## config.mk

```make
export PLATFORM = sky130hd
export DESIGN_NAME = vga_textctl
export DESIGN_NICKNAME = d
export VERILOG_FILES = /design/src/rtl/vga_textctl.sv
export SDC_FILE = /design/constraint.sdc
export NUM_CORES = 1
export LEC_CHECK = 0
export CAP_MARGIN = 5
export CORE_MARGIN = 2
export CORE_UTILIZATION = 55
export DETAILED_ROUTE_END_ITERATION = 12
export PLACE_DENSITY = 0.82
export RECOVER_POWER = 50
export SLEW_MARGIN = 20
export SYNTH_ARGS = -nofsm -noshare
export SYNTH_HDL_FRONTEND = slang
export SYNTH_SLANG_ARGS = --single-unit
```

## constraint.sdc

```tcl
create_clock -name clk_in -period 6.3 [get_ports clk_in]
set_clock_uncertainty 0.1 [all_clocks]
set_input_delay 1.26 -clock clk_in [delete_from_list [all_inputs] [get_ports clk_in]]
set_output_delay 1.26 -clock clk_in [all_outputs]
set_load 0.05 [all_outputs]
```

## src/rtl/vga_textctl.sv

```systemverilog
// vga_textctl: write controller for the 80x30 character/attribute RAMs.
// Owns the cursor and sequences put-char, set-cursor, clear and scroll-up traffic.
module vga_textctl (
    input  logic        clk_in,
    input  logic        rst_n,
    input  logic        cmd_valid,
    output logic        cmd_ready,
    input  logic [1:0]  cmd_op,
    input  logic [6:0]  cmd_char,
    input  logic [7:0]  cmd_attr,
    input  logic [11:0] cmd_pos,
    output logic        wr_en,
    output logic [11:0] wr_addr,
    output logic [6:0]  wr_char,
    output logic [7:0]  wr_attr,
    output logic [11:0] rd_addr,
    input  logic [6:0]  rd_char,
    input  logic [7:0]  rd_attr,
    output logic [11:0] cursor_pos,
    output logic        busy
);
    localparam logic [11:0] COLS = 12'd80, LAST = 12'd2399, LAST_ROW = 12'd2320, COPY_END = 12'd2319;
    localparam logic [1:0] OP_PUTC = 2'd0, OP_SETPOS = 2'd1, OP_CLEAR = 2'd2, OP_SCROLL = 2'd3;
    localparam logic [6:0] CH_LF = 7'h0A, CH_CR = 7'h0D;

    typedef enum logic [2:0] {IDLE, PUTC, SCR_PRIME, SCR_COPY, FILL} state_t;

    state_t      state_q, state_d;
    logic [11:0] cursor_q, cursor_d, wr_addr_q, wr_addr_d, rd_addr_q, rd_addr_d, pos_q, pos_d, col;
    logic [6:0]  wr_char_q, wr_char_d, char_q, char_d;
    logic [7:0]  wr_attr_q, wr_attr_d, fill_q, fill_d;
    logic [1:0]  op_q, op_d;
    logic        wr_en_q, wr_en_d, auto_q, auto_d, clr_q, clr_d;

    assign col = cursor_q % COLS;

    always_comb begin
        state_d   = state_q;
        cursor_d  = cursor_q;
        wr_en_d   = 1'b0;
        wr_addr_d = wr_addr_q;
        wr_char_d = wr_char_q;
        wr_attr_d = wr_attr_q;
        rd_addr_d = rd_addr_q;
        pos_d     = pos_q;
        char_d    = char_q;
        fill_d    = fill_q;
        op_d      = op_q;
        auto_d    = auto_q;
        clr_d     = clr_q;
        case (state_q)
            IDLE: if (cmd_valid) begin
                op_d   = cmd_op;
                char_d = cmd_char;
                pos_d  = cmd_pos;
                fill_d = (cmd_op == OP_PUTC) ? 8'h00 : cmd_attr;
                auto_d = 1'b0;
                clr_d  = 1'b0;
                if (cmd_op == OP_SCROLL || (cmd_op == OP_PUTC && cmd_char == CH_LF && cursor_q >= LAST_ROW)) begin
                    state_d   = SCR_PRIME;
                    rd_addr_d = COLS;
                    auto_d    = (cmd_op == OP_PUTC);
                end else if (cmd_op == OP_CLEAR) begin
                    state_d   = FILL;
                    wr_en_d   = 1'b1;
                    wr_addr_d = 12'd0;
                    wr_char_d = 7'd0;
                    wr_attr_d = cmd_attr;
                    clr_d     = 1'b1;
                end else begin
                    state_d = PUTC;
                    if (cmd_op == OP_PUTC && cmd_char != CH_LF && cmd_char != CH_CR) begin
                        wr_en_d   = 1'b1;
                        wr_addr_d = cursor_q;
                        wr_char_d = cmd_char;
                        wr_attr_d = cmd_attr;
                        auto_d    = (cursor_q == LAST);
                    end
                end
            end
            PUTC: if (auto_q) begin
                state_d   = SCR_PRIME;
                rd_addr_d = COLS;
            end else begin
                state_d  = IDLE;
                cursor_d = (op_q == OP_SETPOS) ? ((pos_q <= LAST) ? pos_q : cursor_q) :
                           (char_q == CH_CR)   ? cursor_q - col :
                           (char_q == CH_LF)   ? cursor_q - col + COLS : cursor_q + 12'd1;
            end
            SCR_PRIME: begin
                state_d   = SCR_COPY;
                rd_addr_d = rd_addr_q + 12'd1;
                wr_en_d   = 1'b1;
                wr_addr_d = 12'd0;
            end
            SCR_COPY: begin
                wr_en_d = 1'b1;
                if (wr_addr_q == COPY_END) begin
                    state_d   = FILL;
                    wr_addr_d = LAST_ROW;
                    wr_char_d = 7'd0;
                    wr_attr_d = fill_q;
                end else begin
                    wr_addr_d = wr_addr_q + 12'd1;
                    rd_addr_d = (rd_addr_q == LAST) ? rd_addr_q : rd_addr_q + 12'd1;
                end
            end
            FILL: if (wr_addr_q == LAST) begin
                state_d  = IDLE;
                cursor_d = clr_q ? 12'd0 : auto_q ? LAST_ROW : (cursor_q >= COLS) ? cursor_q - COLS : cursor_q;
            end else begin
                wr_en_d   = 1'b1;
                wr_addr_d = wr_addr_q + 12'd1;
            end
            default: state_d = IDLE;
        endcase
    end

    always_ff @(posedge clk_in or negedge rst_n) begin
        if (!rst_n) begin
            state_q   <= IDLE;
            cursor_q  <= 12'd0;
            wr_en_q   <= 1'b0;
            wr_addr_q <= 12'd0;
            wr_char_q <= 7'd0;
            wr_attr_q <= 8'd0;
            rd_addr_q <= 12'd0;
            pos_q     <= 12'd0;
            char_q    <= 7'd0;
            fill_q    <= 8'd0;
            op_q      <= 2'd0;
            auto_q    <= 1'b0;
            clr_q     <= 1'b0;
        end else begin
            state_q   <= state_d;
            cursor_q  <= cursor_d;
            wr_en_q   <= wr_en_d;
            wr_addr_q <= wr_addr_d;
            wr_char_q <= wr_char_d;
            wr_attr_q <= wr_attr_d;
            rd_addr_q <= rd_addr_d;
            pos_q     <= pos_d;
            char_q    <= char_d;
            fill_q    <= fill_d;
            op_q      <= op_d;
            auto_q    <= auto_d;
            clr_q     <= clr_d;
        end
    end

    // Copy data bypasses the output register so each copy cycle writes the cell just read.
    assign wr_char    = (state_q == SCR_COPY) ? rd_char : wr_char_q;
    assign wr_attr    = (state_q == SCR_COPY) ? rd_attr : wr_attr_q;
    assign wr_en      = wr_en_q;
    assign wr_addr    = wr_addr_q;
    assign rd_addr    = rd_addr_q;
    assign cursor_pos = cursor_q;
    assign cmd_ready  = (state_q == IDLE);
    assign busy       = (state_q != IDLE);
endmodule

```

---- After elaboration in Yosys (flattened, before gate mapping) ----
Cells that the tools add are included.
word-level totals
  input bits .............................. 47
  output and inout bits ................... 54
  bits in registers ....................... 86
  word-level logic and storage cells ...... 127
cells by class
  muxes and demuxes ....................... 56
  add/sub/neg operators ................... 6
  magnitude comparators ................... 3
  equality and inequality tests ........... 29
  div/mod/pow operators ................... 1
  reductions and logical operators ........ 19
operators by type and width
  kind                                                    count
  2-to-1 mux 12 bit                                       20
  case mux 12 bit (4 select lines)                        2
  2-to-1 mux 8 bit                                        7
  equality test 12 bit, second input constant             4
  2-to-1 mux 7 bit                                        6
  adder 12 x 1 -> 12 bit, second input constant           3
  case mux 12 bit (2 select lines)                        1
  equality test 7 x 4 -> 1 bit, second input constant     3
  != test 2 bit, second input constant                    9
  case mux 8 bit (2 select lines)                         1
  2-to-1 mux 3 bit                                        5
  case mux 3 bit (5 select lines)                         1
  AND reduction 5 bit                                     3
  != test 7 x 4 -> 1 bit, second input constant           2
  case mux 7 bit (2 select lines)                         1
  adder 12 x 7 -> 12 bit, second input constant           1
  >= comparator 12 bit, second input constant             1
  >= comparator 12 x 7 -> 1 bit, second input constant    1
  less-or-equal comparator 12 bit, second input constant  1
  modulo 12 x 7 -> 12 bit, second input constant          1
  subtractor 12 bit                                       1
  subtractor 12 x 7 -> 12 bit, second input constant      1
  2-to-1 mux 1 bit                                        10
  nonzero test 4 bit                                      2
  other kinds (21)                                        27

---- Depth between registers and ports, before layout ----
Gate-level depths: netlist of run 1.
  depth after elaboration ................. 8
  depth in mapped cells ................... 21
  mapped depth without buffers ............ 19

---- Worst setup path after synthesis of run 1 ----
Ideal clock, no wire load.
  kind .................................... reg-to-reg
  from .................................... register cursor_q[5] (netlist: cursor_pos[5])
  to ...................................... register cursor_q[10] (netlist: cursor_pos[10])
  library setup time ...................... 0.129 ns
  required time ........................... 6.071 ns
  cell stages (with the launch flop) ...... 21
  period minus slack after synthesis ...... 5.309 ns
  buffers on the path ..................... 1
  arrival time ............................ 5.080 ns
  setup slack ............................. 0.991 ns
  cells stage by stage .................... dfrtp_1 -> clkbuf_1 -> inv_1 -> ha_1 -> or4b_4 -> nand3_1 -> o2111ai_1 -> nand2_2 -> o21ai_1 -> a221o_1 -> nor3b_1 -> o31ai_2 -> ha_1 -> o21a_1 -> o21a_1 -> or3_1 -> and2_1 -> o21a_1 -> and4_1 -> o31ai_1 -> nand3_1
between the ends
  cells in the longest elaborated chain, start to end .. 8
  elaborated cells on any way between the ends .. 17
  classes of those cells .................. add/sub: 4; div: 1; order compare: 1; eq/ne: 1; mux: 9; reduce/logical: 1
ends and longest elaborated chain
  item                              RTL line  RTL
  from (decl)                       29        logic [11:0] cursor_q, cursor_d, wr_addr_q, wr_addr_d, rd_addr_q, rd_addr_d, pos_q, pos_d, col;
  from (signal assigned)            136       cursor_q <= cursor_d;
  modulo 12 x 7 -> 12 bit           35        assign col = cursor_q % COLS;
  subtractor 12 bit                 87, 88
  adder 12 x 7 -> 12 bit            88        (char_q == CH_LF) ? cursor_q - col + COLS : cursor_q + 12'd1;
  2-to-1 mux 12 bit                 88
  2-to-1 mux 12 bit                 87        (char_q == CH_CR) ? cursor_q - col :
  2-to-1 mux 12 bit                 86        cursor_d = (op_q == OP_SETPOS) ? ((pos_q <= LAST) ? pos_q : cursor_q) :
  2-to-1 mux 12 bit                 81        PUTC: if (auto_q) begin
  case mux 12 bit (2 select lines)  51        case (state_q)
Several ways; a longest one is shown, not always the timed one. The select of a mux whose other input is x is not followed.
A chain may end at the register's enable or synchronous reset.

---- Worst setup path in the final report of run 1 ----
  from .................................... register cursor_q[4] (netlist: cursor_pos[4])
  to ...................................... register cursor_q[10] (netlist: cursor_pos[10])
Same word-level chain as after synthesis.

==> results.json, run 1 <==
{
  "outcome": "finished, violations left",
  "violations": "capacitance limit, slew limit",
  "vias_per_cell": 6.42,
  "synthCells": 797,
  "wl_per_cell_um": 18.1,
  "antenna_left": 0,
  "syn_area_sq_mm": 0.00632,
  "insertion_delay_ns": 0.35,
  "tritoncts": "yes",
  "dieArea_sq_mm": 0.0124,
  "core_area_sq_mm": 0.0113,
  "start_kind": "register",
  "grtUsageMet2": 0.520,
  "max_slew_margin": -1.56,
  "hold_depth": 2,
  "drc": 0,
  "ys_warn_count": 0,
  "syn_to_final_growth_pct": 22.3,
  "rsz0062_at_grt": "no",
  "ys_types": 77,
  "power.density_mw_per_mm2": 160,
  "synth_flop_cell": "dfrtp_1",
  "p_clk_frac": 0.499,
  "diodes": 0,
  "p_leak_nw": 3.28,
  "root_buffer": "clkbuf_16",
  "avgSynthCellArea_sq_um": 7.93,
  "max-vdd-ir-drop_uv": 109,
  "drv_cap": 2,
  "postCtsHoldBufs": 0,
  "synth.yosys.seq_area_share": 0.340,
  "hold_path.class": "register to register",
  "crit_path_end_kind": "register",
  "layout_min_cycle_time_ns": 5.81,
  "grt_max_degree": 83,
  "grt_remaining_overflow": 0,
  "cts_max_level": 3,
  "p_int_mw": 0.984,
  "use_met1": 0.381,
  "cts.sinks": 86,
  "combPwrFrac": 0.055,
  "ys_async_sr_fraction": 1.00,
  "synth_edf_count": 0,
  "min_period_over_period": 0.922,
  "timing.fmax_mhz": 172,
  "start_util": 0.559,
  "cts_buffer_depth": 2,
  "yosys_register_bits": 86,
  "arrival_ns": 5.93,
  "antenna_found_initial": 0,
  "grt_usage": 0.301,
  "drv_slew": 126,
  "grt_use_met3": 0.0481,
  "hpwlAfterDp_mm": 13.2,
  "p_seq_frac": 0.446,
  "setup_viol": 0,
  "dp_slack_ns": 0.595,
  "tns_ns": 0,
  "hold_viol": 0,
  "fin_area_sq_mm": 0.00774,
  "cp_max_fo": 15,
  "critical_path_required_ns": 6.42,
  "die_x_um": 111,
  "first_global_vias": 6289,
  "reg2reg_depth": 19,
  "die_height_um": 111,
  "cts_made_buffers": 9,
  "num_vias": 6556,
  "clkTransAtPathRegs_ns": 0.06,
  "first_pass_iters": 5,
  "grt.busiest_layer": "met2",
  "rows": 39,
  "grt_pass1_wl_mm": 30.6,
  "instances_no_fill": 1021,
  "crit_type": "register to register",
  "gp_congestion": 0.939,
  "tightest_slew_ns": 3.84,
  "drive_above_1_share": 0.0672,
  "post_cts_buffers": 0,
  "dp.cells": 1006,
  "placed_cell_area_sq_mm": 0.00739,
  "power_switching_mw": 0.255,
  "fin_nets": 939,
  "wl_mm": 18.5,
  "first_iter_violations": 588,
  "fin_ws_ns": 0.492,
  "port_buffers": 100,
  "switching_share": 0.206,
  "pin_count": 101,
  "cts_resized": 0
}
[cell usage after synthesis (7+ instances only)]
cell / n / share of area
o21a_1: 7 / 0.0083
o21ai_0: 77 / 0.061
ha_1: 18 / 0.036
nor2_1: 72 / 0.043
nand2b_1: 11 / 0.011
o31ai_1: 12 / 0.014
or3_1: 9 / 0.0089
and3_1: 12 / 0.012
and2_1: 10 / 0.0099
xnor2_1: 14 / 0.019
a22oi_1: 7 / 0.0083
nor3_1: 15 / 0.012
dfrtp_1: 86 / 0.34
nand3_1: 34 / 0.027
a21oi_1: 42 / 0.033
clkbuf_1: 36 / 0.021
mux2_2: 23 / 0.041
a31oi_1: 23 / 0.023
inv_1: 27 / 0.016
a211o_1: 7 / 0.0097
nand2_1: 119 / 0.071
[area by class of cell]
class / instances / area [sq um]
clock buffer: 10 / 239
inverter: 28 / 105
sequential: 86 / 2150
timing repair buffer: 109 / 1060
tap: 143 / 179
multi-input combinational: 640 / 3890
fill: 926 / 3580
clock inverter: 5 / 106
[path summary, 6_finish.rpt]
kind,from,to,slack [ns]
hold reg to reg,fill_q[7],fill_q[7],0.38
setup / recovery,cursor_pos[4],cursor_pos[10],0.49
hold / removal,fill_q[7],fill_q[7],0.38
setup reg to reg,cursor_pos[4],cursor_pos[10],0.49
max in group asynchronous,rst_n,pos_q[10],1.28
min in group asynchronous,rst_n,wr_addr[10],0.64
[worst max-delay path, cell delays in order (launching register included)]
cell and delay [ns]:
dfrtp_1 0.65, clkinv_1 0.36, ha_1 0.36, or4b_4 0.53, nand3_1 0.12, o2111ai_1 0.33
nand2_2 0.28, o21ai_1 0.10, a221o_1 0.44, nor3b_1 0.19, o31ai_2 0.26, ha_1 0.31
o21a_1 0.15, o21a_1 0.21, or3_1 0.33, and2_1 0.20, o21a_1 0.22, and4_1 0.21
o31ai_1 0.25, nand3_1 0.10
[per-stage QoR]
| stage | util | hold WS (ns) | power (mW) |
|---|---|---|---|
| floorplan | - | 0.350 | 0.583 |
| global placement | 0.653 | 0.361 | 0.629 |
| detailed placement | 0.653 | 0.371 | 0.630 |
| CTS | 0.684 | 0.385 | 1.25 |
| global route | 0.683 | 0.412 | 1.28 |
| finish | 0.683 | 0.384 | 1.24 |
[power groups by stage]
stage	registers, mW	logic, mW	clock network, mW
finish	0.552	0.0680	0.618
global route	0.552	0.0754	0.648
CTS	0.552	0.0687	0.628
detailed placement	0.562	0.0679	0
global placement	0.562	0.0668	0
floorplan	0.563	0.0204	0
[cell families after synthesis]
family                     after synthesis  share of synthesized area
DFF                                     86                      0.340
other                                    1                   0.000593
AOI/OAI and AO/OA                      248                      0.255
and+or+nand+nor                        325                      0.251
adders and majority gates               18                     0.0356
xor gates and xnor gates                19                     0.0263
buffers and inverters                   74                     0.0461
muxes                                   26                     0.0457
[cell usage in the layout (no fill, tap or decap), drive strengths merged, types with 9 or more instances in the layout]
master         count
clkbuf            12
nand3             34
and2              10
xnor2             14
nor2              72
dfrtp             86
or3                9
nand2b            11
nand2            120
a31oi             23
and3              12
o21ai             82
o31ai             14
nor3              16
clkdlybuf4s50     98
mux2              23
ha                18
inv               28
a21oi             42
[state kept, by name, indices dropped and copies added, names as in the netlist]
| name | flops |
|---|---|
| auto_q | 1 |
| wr_char_q | 7 |
| fill_q | 8 |
| cursor_pos | 12 |
| wr_en | 1 |
| pos_q | 12 |
| char_q | 7 |
| op_q | 2 |
| clr_q | 1 |
| rd_addr | 12 |
| wr_attr_q | 8 |
| wr_addr | 12 |
| state_q | 3 |
[metal layers]
metal	vias to the layer above	share of wire
li1	3049	-
met2	272	0.50
met3	47	0.068
met4	0	0.024
met5	-	0
met1	3188	0.41
Note: power is estimated with default switching activity, not from simulation.
==> run 2, diff against run 1 <==
Settings changed: CORE_MARGIN 2 to default, MAX_ROUTING_LAYER from default to met4.
==> run 2 against run 1 <==
Non-clock buffer count up 5. Critical path depth stayed put. The run still ends with capacitance limit, slew limit left. Critical path type unchanged. Worst setup slack improved by 0.030 ns. Power fell by 5.2%. Flip-flop and latch count unchanged.
==> results.json, run 2 (synthesis results as in run 1) <==
{
  "outcome": "finished, violations left",
  "violations": "capacitance limit, slew limit",
  "drv_cap": 3,
  "fillers": 913,
  "insertion_delay_ns": 0.35,
  "grt_pass1_wl_mm": 29.9,
  "num_vias": 6519,
  "p_int_mw": 0.907,
  "vias_per_cell": 6.37,
  "clkTransAtPathRegs_ns": 0.07,
  "grt_remaining_overflow": 0,
  "start_util": 0.573,
  "rows": 38,
  "max_slew_margin": -1.64,
  "drive_above_1_share": 0.0735,
  "grt_usage": 0.332,
  "worst-r2r-setup-slack_ns": 0.52,
  "port_buffers": 100,
  "total_power_mw": 1.17,
  "grt_max_degree": 87,
  "min_period_over_period": 0.917,
  "first_iter_violations": 451,
  "tightest_slew_ns": 3.96,
  "dp.cells": 1008,
  "core_area_sq_mm": 0.0110,
  "instances_no_fill": 1024,
  "wl_mm": 18.6,
  "cts_made_buffers": 9,
  "tritoncts": "yes",
  "drc": 0,
  "die_x_um": 109,
  "layout.area.seq_sq_mm": 0.00215,
  "gp_congestion": 0.930,
  "diodes": 0,
  "syn_to_final_growth_pct": 22.3,
  "hpwlAfterDp_mm": 13.4,
  "switching_share": 0.228,
  "final_common_cell": "nand2_1",
  "p_clk_frac": 0.473,
  "cp_max_fo": 15,
  "first_pass_iters": 5,
  "hold_viol": 0,
  "p_seq_frac": 0.470,
  "max-vdd-ir-drop_uv": 170,
  "fin_nets": 944,
  "power_switching_mw": 0.267,
  "layout_min_cycle_time_ns": 5.78,
  "setup_viol": 0,
  "start_kind": "register",
  "root_buffer": "clkbuf_16",
  "arrival_ns": 5.90,
  "rsz0062_at_grt": "no",
  "drv_slew": 165,
  "antenna_left": 0,
  "cts.sinks": 86,
  "tns_ns": 0,
  "cts_resized": 0,
  "first_global_vias": 6100,
  "critical_path_required_ns": 6.42,
  "wl_per_cell_um": 18.1,
  "hold_path.class": "register to register",
  "cts_buffer_depth": 2,
  "crit_type": "register to register",
  "antenna_found_initial": 0,
  "combPwrFrac": 0.057,
  "multi_input_area_sq_mm": 0.00389,
  "p_leak_nw": 3.29,
  "cts_max_level": 3,
  "utilization": 0.701,
  "post_cts_buffers": 0,
  "dieArea_sq_mm": 0.0119,
  "timing.fmax_mhz": 173,
  "postCtsHoldBufs": 0,
  "whs_ns": 0.382,
  "pin_count": 101,
  "crit_path_end_kind": "register",
  "die_height_um": 109,
  "power.density_mw_per_mm2": 152,
  "final_cell_mix": "nand2_1, clkdlybuf4s50_1, dfrtp_1"
}
run 2: metal layers:
metal	wire length [um]	vias up	part of all wire	track usage
met2	8940	268	0.48	0.526
met3	1280	39	0.069	0.0634
li1	-	3077	-	-
met1	7930	3135	0.43	0.425
met5	0	-	0	-
met4	420	0	0.023	0.112
run 2: worst paths after layout:
| check | from | endpoint | depth (start not counted) |
|---|---|---|---|
| setup / recovery | cursor_pos[4] | cursor_pos[10] | 19 |
| setup reg to reg | cursor_pos[4] | cursor_pos[10] | 19 |
| min in group asynchronous | rst_n | cursor_pos[11] | 1 |
| hold / removal | fill_q[2] | fill_q[2] | 2 |
| max in group asynchronous | rst_n | wr_en | 1 |
| hold reg to reg | fill_q[2] | fill_q[2] | 2 |
run 2: worst max-delay path, stage by stage (launching register included):
cell       delay [ns]
dfrtp_1          0.65
clkinv_1         0.37
ha_1             0.36
or4b_4           0.54
nand3_1          0.13
o2111ai_1        0.28
nand2_2          0.25
o21ai_1          0.10
a221o_1          0.42
nor3b_1          0.17
o31ai_2          0.25
ha_1             0.30
o21a_1           0.15
o21a_1           0.23
or3_1            0.34
and2_1           0.21
o21a_1           0.22
and4_1           0.21
o31ai_1          0.25
nand3_1          0.12
run 2: metrics by stage:
stage / setup slack [ns] / cell area (sq um)
after global placement: 0.801 / 7430
after global routing: 0.212 / 7730
after detailed placement: 0.605 / 7430
after CTS: 0.562 / 7740
after floorplan: 0.991 / 6330
final: 0.522 / 7730
run 2: final cells by class:
class	instances	area share
multi-input combinational	640	0.503
sequential	86	0.278
timing repair buffer	114	0.143
clock buffer	10	0.0309
tap	140	0.0226
inverter	28	0.0136
clock inverter	6	0.00906
run 2: power groups by stage:
stage	sequential [mW]	clock, mW	combinational, mW
floorplan	0.563	0	0.0204
global placement	0.562	0	0.0660
finish	0.552	0.555	0.0668
global route	0.552	0.583	0.0740
detailed placement	0.562	0	0.0674
CTS	0.552	0.559	0.0676
